<file path="config.mk">
export PLATFORM = sky130hd
export DESIGN_NAME = register_file_wb_flat
export DESIGN_NICKNAME = d
export VERILOG_FILES = /design/src/rtl/register_file_wb_if.sv /design/src/rtl/register_file_wb.sv /design/src/flat_wrapper.sv
export SDC_FILE = /design/constraint.sdc
export NUM_CORES = 2
export LEC_CHECK = 0
export ABC_AREA = 0
export ABC_CLOCK_PERIOD_IN_PS = 2100
export BUFFER_PORTS_ARGS = -buffer_cell sky130_fd_sc_hd__buf_2
export CAP_MARGIN = 20
export CORE_ASPECT_RATIO = 1.5
export CORE_MARGIN = 2
export CORE_UTILIZATION = 55
export DETAILED_ROUTE_END_ITERATION = 10
export PLACE_DENSITY = 0.68
export SYNTH_ARGS = -nofsm -noshare
export SYNTH_HDL_FRONTEND = slang
export SYNTH_SLANG_ARGS = --single-unit
</file>
<file path="constraint.sdc">
create_clock -name clk -period 2.1 [get_ports clk]
set_clock_uncertainty 0.05 [all_clocks]
set_input_delay 0.105 -clock clk [delete_from_list [all_inputs] [get_ports clk]]
set_output_delay 0.105 -clock clk [all_outputs]
set_load 0.005 [all_outputs]
</file>
<file path="src/rtl/register_file_wb_if.sv">
// Writeback, read-port and scoreboard signals between the pipeline and the RV32I register file.
// The master drives writeback/issue/read addresses; the slave (register file) returns data and busy.
interface register_file_wb_if #(
  parameter int XLEN  = 32,
  parameter int NREGS = 32
);
  localparam int AW = $clog2(NREGS);

  logic [XLEN-1:0] wb_data_in;
  logic [AW-1:0]   instruction_rd_in;
  logic            register_write_enable_in;
  logic [AW-1:0]   rs1_addr;
  logic [AW-1:0]   rs2_addr;
  logic [XLEN-1:0] rs1_data;
  logic [XLEN-1:0] rs2_data;
  logic            issue_valid;
  logic [AW-1:0]   issue_rd;
  logic            flush;
  logic            rs1_busy;
  logic            rs2_busy;

  modport master (
    output wb_data_in, instruction_rd_in, register_write_enable_in,
    output rs1_addr, rs2_addr, issue_valid, issue_rd, flush,
    input  rs1_data, rs2_data, rs1_busy, rs2_busy
  );

  modport slave (
    input  wb_data_in, instruction_rd_in, register_write_enable_in,
    input  rs1_addr, rs2_addr, issue_valid, issue_rd, flush,
    output rs1_data, rs2_data, rs1_busy, rs2_busy
  );
endinterface

</file>
<file path="src/rtl/register_file_wb.sv">
// RV32I integer register file (x0 hardwired to zero) with write-first bypass on both read ports
// and a per-register pending-write scoreboard feeding decode stall logic.
module register_file_wb #(
  parameter int XLEN  = 32,
  parameter int NREGS = 32
) (
  input logic               clk,
  input logic               rst,
  register_file_wb_if.slave bus
);
  localparam int AW = $clog2(NREGS);

  logic [XLEN-1:0]  regs [NREGS];
  logic [NREGS-1:0] busy;
  logic [NREGS-1:0] busy_nxt;
  logic             wr_hit;

  assign wr_hit = bus.register_write_enable_in && (bus.instruction_rd_in != '0);

  always_ff @(posedge clk or negedge rst) begin
    if (!rst) begin
      for (int i = 0; i < NREGS; i++) regs[i] <= '0;
    end else if (wr_hit) begin
      regs[bus.instruction_rd_in] <= bus.wb_data_in;
    end
  end

  // The issue set is applied after the writeback clear so a new producer wins the same-cycle race.
  always_comb begin
    busy_nxt = busy;
    if (bus.flush) begin
      busy_nxt = '0;
    end else begin
      if (wr_hit) busy_nxt[bus.instruction_rd_in] = 1'b0;
      if (bus.issue_valid && (bus.issue_rd != '0)) busy_nxt[bus.issue_rd] = 1'b1;
    end
    busy_nxt[0] = 1'b0;
  end

  always_ff @(posedge clk or negedge rst) begin
    if (!rst) busy <= '0;
    else      busy <= busy_nxt;
  end

  function automatic logic [XLEN-1:0] read_port(input logic [AW-1:0] addr);
    if (addr == '0)                                     return '0;
    else if (wr_hit && (bus.instruction_rd_in == addr)) return bus.wb_data_in;
    else                                                return regs[addr];
  endfunction

  // Busy is masked while the producer is writing back, matching what the bypass delivers.
  function automatic logic busy_port(input logic [AW-1:0] addr);
    return (addr != '0) && busy[addr] && !(wr_hit && (bus.instruction_rd_in == addr));
  endfunction

  assign bus.rs1_data = read_port(bus.rs1_addr);
  assign bus.rs2_data = read_port(bus.rs2_addr);
  assign bus.rs1_busy = busy_port(bus.rs1_addr);
  assign bus.rs2_busy = busy_port(bus.rs2_addr);
endmodule

</file>
<file path="src/flat_wrapper.sv">
// flat-port wrapper written by rule: the top's interface ports become plain ports
module register_file_wb_flat 
#(
  parameter int XLEN  = 32,
  parameter int NREGS = 32
)
  (clk, rst, bus_wb_data_in, bus_instruction_rd_in, bus_register_write_enable_in, bus_rs1_addr, bus_rs2_addr, bus_issue_valid, bus_issue_rd, bus_flush, bus_rs1_data, bus_rs2_data, bus_rs1_busy, bus_rs2_busy);
  register_file_wb_if #(.XLEN(XLEN), .NREGS(NREGS)) bus_i ();
  input logic clk;
  input logic rst;
  input wire logic [$bits(bus_i.wb_data_in)-1:0] bus_wb_data_in;
  input wire logic [$bits(bus_i.instruction_rd_in)-1:0] bus_instruction_rd_in;
  input wire logic [$bits(bus_i.register_write_enable_in)-1:0] bus_register_write_enable_in;
  input wire logic [$bits(bus_i.rs1_addr)-1:0] bus_rs1_addr;
  input wire logic [$bits(bus_i.rs2_addr)-1:0] bus_rs2_addr;
  input wire logic [$bits(bus_i.issue_valid)-1:0] bus_issue_valid;
  input wire logic [$bits(bus_i.issue_rd)-1:0] bus_issue_rd;
  input wire logic [$bits(bus_i.flush)-1:0] bus_flush;
  output wire logic [$bits(bus_i.rs1_data)-1:0] bus_rs1_data;
  output wire logic [$bits(bus_i.rs2_data)-1:0] bus_rs2_data;
  output wire logic [$bits(bus_i.rs1_busy)-1:0] bus_rs1_busy;
  output wire logic [$bits(bus_i.rs2_busy)-1:0] bus_rs2_busy;
  assign bus_i.wb_data_in = bus_wb_data_in;
  assign bus_i.instruction_rd_in = bus_instruction_rd_in;
  assign bus_i.register_write_enable_in = bus_register_write_enable_in;
  assign bus_i.rs1_addr = bus_rs1_addr;
  assign bus_i.rs2_addr = bus_rs2_addr;
  assign bus_i.issue_valid = bus_issue_valid;
  assign bus_i.issue_rd = bus_issue_rd;
  assign bus_i.flush = bus_flush;
  assign bus_rs1_data = bus_i.rs1_data;
  assign bus_rs2_data = bus_i.rs2_data;
  assign bus_rs1_busy = bus_i.rs1_busy;
  assign bus_rs2_busy = bus_i.rs2_busy;
  register_file_wb #(.XLEN(XLEN), .NREGS(NREGS)) u_core (.clk(clk), .rst(rst), .bus(bus_i));
endmodule
</file>
==> metrics.txt <==
Worst Setup End Kind primary output; sequential share of power 0.432; Final Hold Viols 0; first-pass GRT wire length 308,000 um; mux contribution to synthesized area 0.403; Finished Layout Cells 6,128; max-slew headroom at the worst pin 0.339; max layer used met5; VDD IR max 0.854 mV; fmax approximately 0.35 GHz; vias in the first global route 45,200; commonest non-fill, non-tap cell in the layout dfrtp_1; Pleak 0.0309 uW; XOR/XNOR Fraction of Synth Area 0.00152; clock tree buffer depth 3; DP Cell Count 5,837; Clock power frac 0.325; Clk pin slew, worst setup/hold paths 70 ps; Overall Global Routing Usage 0.399; CP Max Fanout 3; area of the die 0.108 sq mm; DP Wirelength 142,000 um; clock sink total 1,051; ys flop type dfrtp_1; Final Total Pwr 62,600 uW; CTS root buf clkbuf_16; compound-cell area share of the yosys netlist 0.0664; Worst path top cell family by delay multiplexers; core footprint 0.104 sq mm; routed vias 43,400; Cell Pwr Density ~890 mW/mm^2; syn avg cell area 14.0 sq um; Starting Density 0.555; max-cap check violation count 0; final wirelength ~210,000 um; post-synth cell types 70; fin crit period 2850 ps; post-synthesis sequential area ratio 0.455; ratio of cells with drive above 1 in the final layout 0.562; Worst-Skew Late Latency 720 ps; Slew Viols, Final 0; Synth Cell Area 0.0578 sq mm; CP Data Arrival Time roughly 2700 ps; Startpoint Class flop; sw frac 0.285; H-tree lvl count 3; length of routed wiring on met1 75,500 um; Port-buffer cells between 100 and 150; CTS tree built; Multi-input gate area 0.0306 sq mm; die width 269 um; critical path's largest stage delay 470 ps; Post-Syn Nets 4,198; YS warnings 0; initial DRC count 4,956; Final Wtd Congestion roughly 0.95; Post-synth EDFFs 0; total grt overflow 0; DRT Pass-1 Iters 5; antenna-violating nets left 0; critical-path cell list mux4_2 > mux2i_1 > buf_4 > nor2_4 > a31oi_4 > o211ai_1 > buf_2; DR WL/cell roughly 35 um; most frequent cells in the layout 1,050 x dfrtp_1, 1,018 x mux2_2, 533 x buf_4, 414 x mux4_2, 200 x mux2i_1; P&R area growth vs syn 21.9%; FF+latch area ~0.026 sq mm; Die Ht 401 um; final setup fails 66; status finished with violations; DR WL met2 approximately 100,000 um; largest net degree at the start of global routing 79; Comb pwr share 0.243; Synth Area in Simple Gates 0.0333; DRC viols 0; Hold Crit Class in -> async; number of synthesized register bits between 1,000 and 1,500; layout net count 4,694; largest family of logic cells by synthesized area multiplexers; CP max stage cell mux4_2; asr flop ratio synth 1.00; initial antenna violation count 16; RSZ-0062 raised after global routing yes; vias per cell 7.07; CP bufs+invs 2; met3 WL 20,200 um; Synth Area in Adders 0; Worst Tran Pin Value 987 ps; Int Pwr 44,700 uW; Top Ports around 120; failing checks negative setup slack; Psw 17,900 uW; setup ws final -746 ps; CTS Buf Count about 100; WP data required just under 2000 ps; Synth Instances 4,141; final worst-path cycle share 1.36; row count 145; Filler Cells Inserted 7,434; WS Path Type reg -> out
## synth_stat cells (41+ instances only)
master    instances  share of area
a211oi_1         41         0.0053
nor2_1          119         0.0077
o21ai_0          57         0.0049
a21oi_1          94         0.0081
nor3_1           59         0.0051
buf_1            44         0.0029
buf_2           128          0.011
mux2i_1         217          0.038
a22oi_1          74         0.0096
buf_4            53         0.0069
dfrtp_1        1051           0.46
mux2_2         1035           0.20
clkbuf_1        198          0.013
nand2_1         114         0.0074
o22ai_1          45         0.0049
a221oi_1         49         0.0074
mux4_2          413           0.16
## state kept, by name, indices dropped and copies added, names as in the netlist
register and cells:
u_core.regs 1020, u_core.busy 31
## worst reg2reg max path, delay by kind of cell, from the launching register on
kind	cells	cell delay (ps)
flip-flops	1	400
buffers and inverters	2	280
multiplexers	1	250
## cell type report
cell class	count	share of cell area
tap	1396	0.0248
clock buffer	148	0.0420
timing repair buffer	847	0.115
sequential	1051	0.373
antenna	10	0.000355
clock inverter	41	0.00993
multi-input combinational	2627	0.434
inverter	8	0.000426
## path summary, 6_finish.rpt
kind	start	endpoint	slack (ps)	cells after the start
min in group clk	bus_instruction_rd_in[3]	u_core.busy[30]$_DFF_PN0_	40	4
max in group asynchronous	rst	u_core.regs[239]$_DFFE_PN0P_	1190	4
worst max register to register	u_core.regs[47]$_DFFE_PN0P_	u_core.regs[47]$_DFFE_PN0P_	1000	3
worst max-delay path	u_core.regs[796]$_DFFE_PN0P_	bus_rs2_data[28]	-750	7
worst min-delay path	rst	u_core.regs[963]$_DFFE_PN0P_	7	3
worst min register to register	u_core.regs[1011]$_DFFE_PN0P_	u_core.regs[1011]$_DFFE_PN0P_	320	0
## logic make-up after synthesis
| kind of cell | count (synthesis) |
|---|---|
| buffers and inverters | 463 |
| AOI/OAI and AO/OA | 536 |
| muxes | 1675 |
| and+or+nand+nor | 406 |
| xor gates and xnor gates | 10 |
| DFF | 1051 |
## power groups by stage
stage / sequential (uW) / clock [uW] / combinational (uW)
after floorplan: 26200 / 0 / 9290
after global placement: 27000 / 0 / 13500
after detailed placement: 27200 / 0 / 13800
after CTS: 26800 / 20500 / 14800
after global routing: 27400 / 21300 / 16100
final: 27000 / 20300 / 15200
## metrics by stage
step                setup slack [ps]   util  TNS (ps)  hold slack [ps]  cell area, sq um
global placement                -896  0.620    -21770            -79.4             64600
finish                          -746  0.677    -32490             7.28             70500
global route                    -782  0.676    -34960             51.5             70400
CTS                             -707  0.672    -33190             4.67             70000
detailed placement              -898  0.620    -22080            -82.1             64600
floorplan                        205      -         0             -241             57800
## what timing repair did
item	4_1_cts	5_1_grt
pin swaps	131	46
resized for setup	243	50
hold buffers	45	0
hold endpoints to repair	1660	0
setup buffers	58	17
setup endpoints to repair	66	66
## per-layer routing
layer,vias to the layer above,GRT usage
met5,-,0
met1,22700,0.498
met3,898,0.0884
met2,2698,0.611
met4,14,0.291
li1,17000,-
Power figures use the tool's default switching activity.
